--- src/rtl/res_ttl_pkg.sv ---
// Shared definitions for the TTL result verdict stage.
// Holds the reference edge count, the tolerance around it, the debounce
// window lengths, the default channel count and the per-channel state type.
package res_ttl_pkg;

  localparam int RES_TTL_N_CH        = 8;
  localparam int RES_TTL_CNT_W       = 8;
  localparam int ETALON_ISPR_RES_TTL = 50;
  localparam int TOL_RES_TTL         = 3;
  localparam int GOOD_WIN_RES_TTL    = 4;
  localparam int BAD_WIN_RES_TTL     = 2;
  localparam int FAIL_CNT_W          = 16;

  typedef enum logic [1:0] {
    UNKNOWN = 2'd0,
    ACTIVE  = 2'd1,
    LOST    = 2'd2
  } res_ttl_state_t;

  // Failure counters stick at all-ones instead of wrapping back to zero.
  function automatic logic [FAIL_CNT_W-1:0] sat_inc_fail(input logic [FAIL_CNT_W-1:0] v);
    return (v == {FAIL_CNT_W{1'b1}}) ? v : v + FAIL_CNT_W'(1);
  endfunction

endpackage

--- src/rtl/res_ttl_verdict_if.sv ---
// Serial window-count stream from the TTL edge counter.
// Ports (signals):
//   cnt_valid : one-cycle strobe, cnt_chan/cnt_value valid
//   cnt_chan  : channel index of the completed window
//   cnt_value : falling-edge count of that window
// master drives the stream, slave (the verdict stage) consumes it.
interface res_ttl_verdict_if #(
  parameter int N_CH  = 8,
  parameter int CNT_W = 8
);
  logic                    cnt_valid;
  logic [$clog2(N_CH)-1:0] cnt_chan;
  logic [CNT_W-1:0]        cnt_value;

  modport master (output cnt_valid, output cnt_chan, output cnt_value);
  modport slave  (input  cnt_valid, input  cnt_chan, input  cnt_value);
endinterface

--- src/rtl/res_ttl_chan_fsm.sv ---
// Per-channel debounce state machine.
// Ports:
//   clk_100Mz, rst : clock, synchronous active-high reset
//   upd            : this channel's window result is present this cycle
//   good           : the presented count lies inside the tolerance window
//   clr            : clear sticky fault and failure counter
//   active         : registered, channel is in ACTIVE
//   fault          : registered sticky fault (left ACTIVE since last clear)
//   fail_cnt_next  : failure counter value including this cycle's update
//   rise / fall    : combinational transition strobes into / out of ACTIVE,
//                    registered by the parent as events
module res_ttl_chan_fsm
  import res_ttl_pkg::*;
#(
  parameter int GOOD_WIN = GOOD_WIN_RES_TTL,
  parameter int BAD_WIN  = BAD_WIN_RES_TTL
) (
  input  logic                  clk_100Mz,
  input  logic                  rst,
  input  logic                  upd,
  input  logic                  good,
  input  logic                  clr,
  output logic                  active,
  output logic                  fault,
  output logic [FAIL_CNT_W-1:0] fail_cnt_next,
  output logic                  rise,
  output logic                  fall
);

  localparam int GW = $clog2(GOOD_WIN + 1);
  localparam int BW = $clog2(BAD_WIN + 1);

  res_ttl_state_t        state_reg, state_next;
  logic [GW-1:0]         good_reg, good_next;
  logic [BW-1:0]         bad_reg, bad_next;
  logic [FAIL_CNT_W-1:0] fail_reg;
  logic                  fault_reg, fault_next;

  // Transitions are judged on the streak values after this sample.
  always_comb begin
    good_next     = good_reg;
    bad_next      = bad_reg;
    fail_cnt_next = clr ? '0 : fail_reg;
    state_next    = state_reg;
    rise          = 1'b0;
    fall          = 1'b0;
    if (upd) begin
      if (good) begin
        good_next = (good_reg == GW'(GOOD_WIN)) ? good_reg : good_reg + GW'(1);
        bad_next  = '0;
      end else begin
        bad_next      = (bad_reg == BW'(BAD_WIN)) ? bad_reg : bad_reg + BW'(1);
        good_next     = '0;
        // An increment in the same cycle as a clear restarts from one.
        fail_cnt_next = clr ? FAIL_CNT_W'(1) : sat_inc_fail(fail_reg);
      end
      case (state_reg)
        UNKNOWN: begin
          if (good_next == GW'(GOOD_WIN)) begin
            state_next = ACTIVE;
            rise       = 1'b1;
          end else if (bad_next == BW'(BAD_WIN)) begin
            state_next = LOST;
          end
        end
        ACTIVE: begin
          if (bad_next == BW'(BAD_WIN)) begin
            state_next = LOST;
            fall       = 1'b1;
          end
        end
        LOST: begin
          if (good_next == GW'(GOOD_WIN)) begin
            state_next = ACTIVE;
            rise       = 1'b1;
          end
        end
        default: state_next = UNKNOWN;
      endcase
    end
    // Setting the fault wins over a simultaneous clear.
    fault_next = fall ? 1'b1 : (clr ? 1'b0 : fault_reg);
  end

  always_ff @(posedge clk_100Mz) begin
    if (rst) begin
      state_reg <= UNKNOWN;
      good_reg  <= '0;
      bad_reg   <= '0;
      fail_reg  <= '0;
      fault_reg <= 1'b0;
    end else begin
      state_reg <= state_next;
      good_reg  <= good_next;
      bad_reg   <= bad_next;
      fail_reg  <= fail_cnt_next;
      fault_reg <= fault_next;
    end
  end

  assign active = (state_reg == ACTIVE);
  assign fault  = fault_reg;

endmodule

--- src/rtl/res_ttl_verdict.sv ---
// TTL result verdict stage: classifies serial per-channel window counts
// against the reference, debounces them per channel and reports status.
// Ports:
//   clk_100Mz, rst          : clock, synchronous active-high reset
//   cnt_bus (slave)         : serial window-count stream
//   clr_fault               : clear all sticky faults and failure counters
//   rd_chan                 : failure-counter readout select
//   active_channel_res_ttl  : debounced per-channel "alive" vector
//   fault_channel           : sticky per-channel fault vector
//   rd_fail_cnt             : failure count of rd_chan (1-cycle latency)
//   evt_valid/evt_chan/evt_up : one-cycle change event into/out of ACTIVE
module res_ttl_verdict
  import res_ttl_pkg::*;
#(
  parameter int N_CH     = RES_TTL_N_CH,
  parameter int CNT_W    = RES_TTL_CNT_W,
  parameter int ETALON   = ETALON_ISPR_RES_TTL,
  parameter int TOL      = TOL_RES_TTL,
  parameter int GOOD_WIN = GOOD_WIN_RES_TTL,
  parameter int BAD_WIN  = BAD_WIN_RES_TTL,
  localparam int CH_W    = $clog2(N_CH)
) (
  input  logic                  clk_100Mz,
  input  logic                  rst,
  res_ttl_verdict_if.slave      cnt_bus,
  input  logic                  clr_fault,
  input  logic [CH_W-1:0]       rd_chan,
  output logic [N_CH-1:0]       active_channel_res_ttl,
  output logic [N_CH-1:0]       fault_channel,
  output logic [FAIL_CNT_W-1:0] rd_fail_cnt,
  output logic                  evt_valid,
  output logic [CH_W-1:0]       evt_chan,
  output logic                  evt_up
);

  // One extra bit so ETALON+TOL never wraps at the count width.
  localparam int            CW1      = CNT_W + 1;
  localparam logic [CW1-1:0] LO_BOUND = CW1'(ETALON - TOL);
  localparam logic [CW1-1:0] HI_BOUND = CW1'(ETALON + TOL);

  logic [CW1-1:0]        cnt_ext;
  logic                  cnt_good;
  logic [N_CH-1:0]       upd;
  logic [N_CH-1:0]       rise;
  logic [N_CH-1:0]       fall;
  logic [FAIL_CNT_W-1:0] fail_next [N_CH];

  logic                  evt_valid_next;
  logic [CH_W-1:0]       evt_chan_next;
  logic                  evt_up_next;
  logic [FAIL_CNT_W-1:0] rd_fail_next;

  assign cnt_ext  = {1'b0, cnt_bus.cnt_value};
  assign cnt_good = (cnt_ext > LO_BOUND) && (cnt_ext < HI_BOUND);

  // Index decode: a channel number with no matching instance updates nobody.
  for (genvar gi = 0; gi < N_CH; gi++) begin : g_chan
    assign upd[gi] = cnt_bus.cnt_valid && (cnt_bus.cnt_chan == CH_W'(gi));

    res_ttl_chan_fsm #(
      .GOOD_WIN (GOOD_WIN),
      .BAD_WIN  (BAD_WIN)
    ) u_chan_fsm (
      .clk_100Mz     (clk_100Mz),
      .rst           (rst),
      .upd           (upd[gi]),
      .good          (cnt_good),
      .clr           (clr_fault),
      .active        (active_channel_res_ttl[gi]),
      .fault         (fault_channel[gi]),
      .fail_cnt_next (fail_next[gi]),
      .rise          (rise[gi]),
      .fall          (fall[gi])
    );
  end

  // Only one channel updates per cycle, so at most one strobe is set.
  always_comb begin
    evt_valid_next = 1'b0;
    evt_chan_next  = '0;
    evt_up_next    = 1'b0;
    for (int i = 0; i < N_CH; i++) begin
      if (rise[i] || fall[i]) begin
        evt_valid_next = 1'b1;
        evt_chan_next  = CH_W'(i);
        evt_up_next    = rise[i];
      end
    end
  end

  // Readout uses the post-update counter so a same-cycle sample is included.
  always_comb begin
    rd_fail_next = '0;
    for (int i = 0; i < N_CH; i++) begin
      if (rd_chan == CH_W'(i)) begin
        rd_fail_next = fail_next[i];
      end
    end
  end

  always_ff @(posedge clk_100Mz) begin
    if (rst) begin
      evt_valid   <= 1'b0;
      evt_chan    <= '0;
      evt_up      <= 1'b0;
      rd_fail_cnt <= '0;
    end else begin
      evt_valid   <= evt_valid_next;
      evt_chan    <= evt_chan_next;
      evt_up      <= evt_up_next;
      rd_fail_cnt <= rd_fail_next;
    end
  end

endmodule

--- src/flat_wrapper.sv ---
// flat-port wrapper written by rule: the top's interface ports become plain ports
module res_ttl_verdict_flat import res_ttl_pkg::*;
#(
  parameter int N_CH     = RES_TTL_N_CH,
  parameter int CNT_W    = RES_TTL_CNT_W,
  parameter int ETALON   = ETALON_ISPR_RES_TTL,
  parameter int TOL      = TOL_RES_TTL,
  parameter int GOOD_WIN = GOOD_WIN_RES_TTL,
  parameter int BAD_WIN  = BAD_WIN_RES_TTL,
  localparam int CH_W    = $clog2(N_CH)
)
  (clk_100Mz, rst, clr_fault, rd_chan, active_channel_res_ttl, fault_channel, rd_fail_cnt, evt_valid, evt_chan, evt_up, cnt_bus_cnt_valid, cnt_bus_cnt_chan, cnt_bus_cnt_value);
  res_ttl_verdict_if #(.N_CH(N_CH), .CNT_W(CNT_W)) cnt_bus_i ();
  input  logic clk_100Mz;
  input  logic rst;
  input  logic clr_fault;
  input  logic [CH_W-1:0] rd_chan;
  output logic [N_CH-1:0] active_channel_res_ttl;
  output logic [N_CH-1:0] fault_channel;
  output logic [FAIL_CNT_W-1:0] rd_fail_cnt;
  output logic evt_valid;
  output logic [CH_W-1:0] evt_chan;
  output logic evt_up;
  input wire logic [$bits(cnt_bus_i.cnt_valid)-1:0] cnt_bus_cnt_valid;
  input wire logic [$bits(cnt_bus_i.cnt_chan)-1:0] cnt_bus_cnt_chan;
  input wire logic [$bits(cnt_bus_i.cnt_value)-1:0] cnt_bus_cnt_value;
  assign cnt_bus_i.cnt_valid = cnt_bus_cnt_valid;
  assign cnt_bus_i.cnt_chan = cnt_bus_cnt_chan;
  assign cnt_bus_i.cnt_value = cnt_bus_cnt_value;
  res_ttl_verdict #(.N_CH(N_CH), .CNT_W(CNT_W), .ETALON(ETALON), .TOL(TOL), .GOOD_WIN(GOOD_WIN), .BAD_WIN(BAD_WIN)) u_core (.clk_100Mz(clk_100Mz), .rst(rst), .cnt_bus(cnt_bus_i), .clr_fault(clr_fault), .rd_chan(rd_chan), .active_channel_res_ttl(active_channel_res_ttl), .fault_channel(fault_channel), .rd_fail_cnt(rd_fail_cnt), .evt_valid(evt_valid), .evt_chan(evt_chan), .evt_up(evt_up));
endmodule
--- config.mk ---
export PLATFORM = sky130hd
export DESIGN_NAME = res_ttl_verdict_flat
export DESIGN_NICKNAME = d
export VERILOG_FILES = /design/src/rtl/res_ttl_pkg.sv /design/src/rtl/res_ttl_verdict_if.sv /design/src/rtl/res_ttl_chan_fsm.sv /design/src/rtl/res_ttl_verdict.sv /design/src/flat_wrapper.sv
export SDC_FILE = /design/constraint.sdc
export NUM_CORES = 1
export LEC_CHECK = 0
export CORE_ASPECT_RATIO = 1.1
export CORE_MARGIN = 3
export CORE_UTILIZATION = 33
export DETAILED_ROUTE_END_ITERATION = 12
export GPL_ROUTABILITY_DRIVEN = 0
export SYNTH_ARGS = -nofsm -noshare
export SYNTH_HDL_FRONTEND = slang
export SYNTH_SLANG_ARGS = --single-unit
export TNS_END_PERCENT = 50
--- constraint.sdc ---
create_clock -name clk_100Mz -period 3.05 [get_ports clk_100Mz]
set_input_delay 0.305 -clock clk_100Mz [delete_from_list [all_inputs] [get_ports clk_100Mz]]
set_output_delay 0.305 -clock clk_100Mz [all_outputs]
set_load 0.01 [all_outputs]
# After elaboration in Yosys (flattened, before gate mapping)
# Cells that the tools add are included.
[totals] register_bits=213 output_inout_bits=37
[classes] addsub=24 magnitude_cmp=2 eq_ne=78 n_mux=208 n_reduce_logical=51
[op_table] operator="$mux W16" count=48
[op_table] operator="$add A16 B1 Y16 const B" count=8
[op_table] operator="$eq A16 B16 Y1 const B" count=8
[op_table] operator="$mux W2" count=50
[op_table] operator="$mux W3" count=28
[op_table] operator="$mux W1" count=74
[op_table] operator="$eq A3 B3 Y1 const B" count=24
[op_table] operator="$eq A2 B2 Y1 const B" count=24
[op_table] operator="$pmux W2 S3" count=8
[op_table] operator="$add A3 B1 Y3 const B" count=8
[op_table] operator="$add A2 B1 Y2 const B" count=8
[op_table] operator="$eq A2 B1 Y1 const B" count=8
[op_table] operator="$logic_not A2 Y1" count=8
[op_table] operator="$ne A2 B2 Y1 const B" count=8
[op_table] operator="$reduce_and A2 Y1" count=8
[op_table] operator="$reduce_bool A2 Y1" count=8
[op_table] operator="$reduce_or A2 Y1" count=8
[op_table] operator="$eq A3 B2 Y1 const B" count=4
[op_table] operator="$logic_and A1 B1 Y1" count=9
[op_table] operator="$gt A8 B6 Y1 const B" count=1
[op_table] operator="$logic_or A1 B1 Y1" count=8
[op_table] operator="$lt A8 B6 Y1 const B" count=1
[op_table] operator="$eq A3 B1 Y1 const B" count=2
[op_table] operator="$logic_not A3 Y1" count=2

# Logic depth before layout (Yosys ltp)
[logic_depth] ltp_word=17 mapped_depth=9

# Cells and area by module
# A second synthesis with hierarchy kept.
[hier_totals] cells_unflattened=1776 area_unflattened_um2=14071.0
[by_module_without_submodules] module="res_ttl_chan_fsm at u_core.g_chan[0].u_chan_fsm ..." n_inst=7 cells_each=196 area_each_um2=1531.5 seq_area_each_um2=480.5
[by_module_without_submodules] module="res_ttl_verdict" n_inst=1 cells_each=219 area_each_um2=1864.3 seq_area_each_um2=420.4
[by_module_without_submodules] module="res_ttl_chan_fsm at u_core.g_chan[7].u_chan_fsm" n_inst=1 cells_each=185 area_each_um2=1486.4 seq_area_each_um2=480.5

# Worst setup path before layout
# No wires, ideal clock.
[synth_path] path_kind="input-to-reg" startpoint="in cnt_bus_cnt_chan[0]" endpoint="reg u_core.rd_fail_cnt[10]" setup_time_ns=0.122 t_arrival_ns=2.330 t_required_ns=2.928 path_slack_ns=0.598 cell_stages=8 path_buffers=1 path_cell_list="and4b_1 clkbuf_1 o31ai_1 or4_1 xor2_1 o32ai_1 or3_1 o32a_1"
[synth_via] elab_chain_cells=11 elab_cells_between_ends=32
[synth_rtl] item="from (decl)" line_no="flat_wrapper.sv:25" source="input wire logic [$bits(cnt_bus_i.cnt_chan)-1:0] cnt_bus_cnt_chan;"
[synth_rtl] item="$logic_not A3 Y1" line_no="res_ttl_verdict.sv:58" source="assign upd[gi] = cnt_bus.cnt_valid && (cnt_bus.cnt_chan == CH_W'(gi));"
[synth_rtl] item="$logic_and A1 B1 Y1" line_no="res_ttl_verdict.sv:58"
[synth_rtl] item="$mux W16" line_no="res_ttl_chan_fsm.sv:47" source="if (upd) begin"
[synth_rtl] item="$mux W16 (7 in series)" line_no="res_ttl_verdict.sv:95" source="if (rd_chan == CH_W'(i)) begin"
[synth_rtl] item="$mux W16 (*)" line_no="res_ttl_verdict.sv:95"
[synth_rtl] item="to (signal assigned)" line_no="res_ttl_verdict.sv:111" source="rd_fail_cnt <= rd_fail_next;"
[synth_rtl] item="to (decl)" line_no="res_ttl_verdict.sv:30" source="output logic [FAIL_CNT_W-1:0] rd_fail_cnt,"
# Mark *: on every way between the ends. The rest lies on a longest branch, timed or not.
# A chain may end at the register's enable or synchronous reset.

# Worst setup path after layout
[layout_path] startpoint="in cnt_bus_cnt_valid" endpoint="reg u_core.rd_fail_cnt[6]"
[layout_via] elab_chain_cells=10 elab_cells_between_ends=24
[layout_rtl] item="from (decl)" line_no="flat_wrapper.sv:24" source="input wire logic [$bits(cnt_bus_i.cnt_valid)-1:0] cnt_bus_cnt_valid;"
[layout_rtl] item="$logic_and A1 B1 Y1" line_no="res_ttl_verdict.sv:58"
[layout_rtl] item="$mux W16" line_no="res_ttl_chan_fsm.sv:47"
[layout_rtl] item="$mux W16 (7 in series)" line_no="res_ttl_verdict.sv:95"
[layout_rtl] item="$mux W16 (*)" line_no="res_ttl_verdict.sv:95"
# Marked as above.

==> results.json <==
{
  "tightest_slew_margin_relative_to_the_limit_pct": 34.3,
  "holdBufCountCts": 0,
  "areaGrowthSynthToFinish_pct": 25.0,
  "setup_repair_after_global_routing_missed_its_margin": "no",
  "ys_seq_area_share_pct": 34.6,
  "worst-setup-path-type": "primary input to flip-flop",
  "synthesis.instances": 1536,
  "ys_ff_latch": 213,
  "placedInstanceArea_sq_um": 14500,
  "mappedNetlistNets": 1586,
  "pin_count_of_the_biggest_net_entering_global_routing": 82,
  "number_of_instances_resized_during_post_cts_repair": 0,
  "worstSetupEndpointType": "flip-flop",
  "area_of_all_placed_cells_without_fillers_sq_um": 15400,
  "via_count": 12500,
  "grt.total_usage_pct": 20.1,
  "place_hpwl_um": 30800,
  "overflow": 0,
  "vias_per_cell": 5.62,
  "initial_core_util_pct": 33.8,
  "drc": 0,
  "worstHoldEndpoint": "u_core.g_chan[5].u_chan_fsm.fail_reg[0]$_SDFF_PP0_",
  "coreArea_sq_um": 36500,
  "insertion_delay_ps": 550,
  "grt_antenna_before_repair": 2,
  "final.min_clock_period_ps": 2840,
  "die_height_um": 209,
  "root_cell_of_the_clock_tree": "clkbuf_16",
  "grt_pass1_vias": 11700,
  "worst_ep_arrival_time_ps": 3240,
  "timing.reg2reg.setup_slack_ps": 210,
  "drt-pass1-iter-count": 6,
  "tritoncts": "built",
  "fp-row-count": 73,
  "netlist_area_sq_um": 12300,
  "vdd.ir_drop.worst_mv": 0.387,
  "synth_largest_area_cell": "dfxtp_1",
  "finalSetupTns_ps": 0,
  "clkSlewWorstSetupHoldPaths_ps": 60,
  "finalClockSkew_ps": 25.2,
  "yosys-top-cells-area": "dfxtp_1, nor2_1, a21oi_1, nand2_1, ha_1",
  "synth-warning-count": 0,
  "synth-edff-count": 0,
  "drt-total-wl_um": 41100,
  "power_density_nw_per_um2": 428,
  "synth_top_area_share_pct": 34.6,
  "regToRegStartpoint": "u_core.g_chan[0].u_chan_fsm.fail_reg[6]$_SDFF_PP0_",
  "yosys.cell_types.count": 89,
  "worstPathMaxFanout": 9,
  "yosys_most_used_dff": "dfxtp_1",
  "timing.hold.worst_path_depth": 2,
  "outcome": "completed",
  "buffer_ports.inserted": 54,
  "final_nets": 1760,
  "num_antenna_cells": 0,
  "worst-r2r-cell-count": 7,
  "cap_viol_max_count": 0,
  "timing.final.max_slew_violations": 0,
  "grt_pass1_wl_um": 64900,
  "cts_inserted_buffers": 26,
  "total_leakage_power_nw": 5.45,
  "crit_required_ps": 3450,
  "post_cts_buffers": 0,
  "cts_buffer_depth": 3,
  "setup.worst_path.start_class": "primary input",
  "final_layout_size_suffix_gt1_share_pct": 15.5,
  "report.final.hold_viol_count": 0,
  "syn-mean-instance-area_sq_um": 8.03,
  "report.power.total_mw": 6.59,
  "layout_worst_path_cycle_share_pct": 93.1,
  "drt-wirelength-per-cell_um": 18.6,
  "min-delay-path-class": "primary input to flip-flop",
  "ant_nets": 0,
  "final-setup-viol-count": 0,
  "detailedRoute.firstIterationViolations": 1242,
  "h-tree-depth": 1,
  "clock_sink_count": 213,
  "worstMarginPinSlew_ps": 986,
  "worst_hold_startpoint": "rst",
  "worst_r2r_endpoint": "u_core.rd_fail_cnt[11]$_SDFF_PP0_",
  "die-width_um": 190,
  "ioPinCount": 55,
  "largest_register_ffs": 128,
  "die-area_sq_um": 39700,
  "fmaxAchievable_ghz": 0.352,
  "postSynth.asyncResetShare_pct": 0
}
-- per-layer routing --
layer / vias to the layer above / wire, um / global-route usage (%)
met5: - / 13 / 0
met1: 5895 / 18100 / 27.3
met3: 116 / 2830 / 3.07
li1: 5984 / - / -
met2: 458 / 18200 / 32.1
met4: 2 / 1990 / 7.92
-- power by group --
| group | leakage [nW] | switching (mW) | internal, mW |
|---|---|---|---|
| sequential | 1.72 | 0.0152 | 2.80 |
| combinational | 3.28 | 0.282 | 0.184 |
| clock | 0.453 | 1.27 | 2.04 |
-- worst max path at each step --
stage,startpoint,end,slack [ps],depth (start not counted)
after floorplan,cnt_bus_cnt_chan[0],u_core.rd_fail_cnt[10]$_SDFF_PP0_,600,8
after global placement,cnt_bus_cnt_valid,u_core.rd_fail_cnt[11]$_SDFF_PP0_,-450,10
after detailed placement,cnt_bus_cnt_valid,u_core.rd_fail_cnt[11]$_SDFF_PP0_,-530,10
after CTS,u_core.g_chan[0].u_chan_fsm.fail_reg[6]$_SDFF_PP0_,u_core.rd_fail_cnt[11]$_SDFF_PP0_,5,7
after global routing,cnt_bus_cnt_valid,u_core.rd_fail_cnt[11]$_SDFF_PP0_,50,10
final,cnt_bus_cnt_valid,u_core.rd_fail_cnt[6]$_SDFF_PP0_,210,11
-- critical path, cell delays in order --
cell	delay, ps
clkdlybuf4s50_1	670
nor4bb_1	290
buf_4	170
o31ai_1	120
buf_4	210
a21oi_1	330
a31o_2	230
a21oi_1	60
o311ai_0	540
buf_4	220
a21oi_1	90
-- cell families (layout without fill, tap and decap cells) --
kind of cell	after synthesis	count (layout)	synth area share (%)
compound gates	338	338	19.0
xor+xnor	74	74	5.25
fa+ha+maj	32	32	3.25
buf+inv	140	334	5.04
flops	213	213	34.6
mux	36	36	2.98
simple gates	703	703	29.9
-- final cells by class --
| class | instances | area (sq um) |
|---|---|---|
| timing repair buffer | 237 | 1960 |
| tap | 487 | 609 |
| clock buffer | 37 | 783 |
| inverter | 49 | 184 |
| fill | 3653 | 21100 |
| multi-input combinational | 1183 | 7480 |
| clock inverter | 11 | 143 |
| sequential | 213 | 4260 |
-- placed cells by master (no fill, tap or decap), types with 14 or more instances in the layout --
master and count:
dfxtp_1 213, nor2_1 211, buf_4 180, nand2_1 114
a21oi_1 94, nand3_1 73, o21ai_0 55, clkdlybuf4s50_1 52
inv_1 47, nand4_1 43, nor3_1 42, xnor2_1 40
xor2_1 34, ha_1 32, mux2i_1 30, and3_1 30
a211oi_1 27, clkbuf_16 27, nand2b_1 24, and2_1 23
and4_1 21, nor2b_1 20, nor4_1 17, a22oi_1 14
a31oi_1 14
-- cell usage after synthesis (28+ instances only) --
cell type  number
ha_1           32
clkbuf_1       55
and3_1         30
mux2i_1        30
xor2_1         34
nand4_1        43
dfxtp_1       213
nor2_1        211
a211oi_1       28
nand3_1        73
inv_1          47
o21ai_0        56
nor3_1         43
a21oi_1        94
nand2_1       114
xnor2_1        40
-- through the flow --
stage / setup WS [ps] / instances / hold WS, ps / utilization (%)
after floorplan: 598 / 1536 / 432 / -
after global placement: -447 / 2169 / 438 / 39.7
after detailed placement: -529 / 2169 / 445 / 39.7
after CTS: 4.86 / 2217 / 58.5 / 42.2
after global routing: 53.7 / 2217 / 73.1 / 42.2
final: 210 / 2217 / 77.4 / 42.2
No activity file was read; power rests on OpenSTA's default activity.
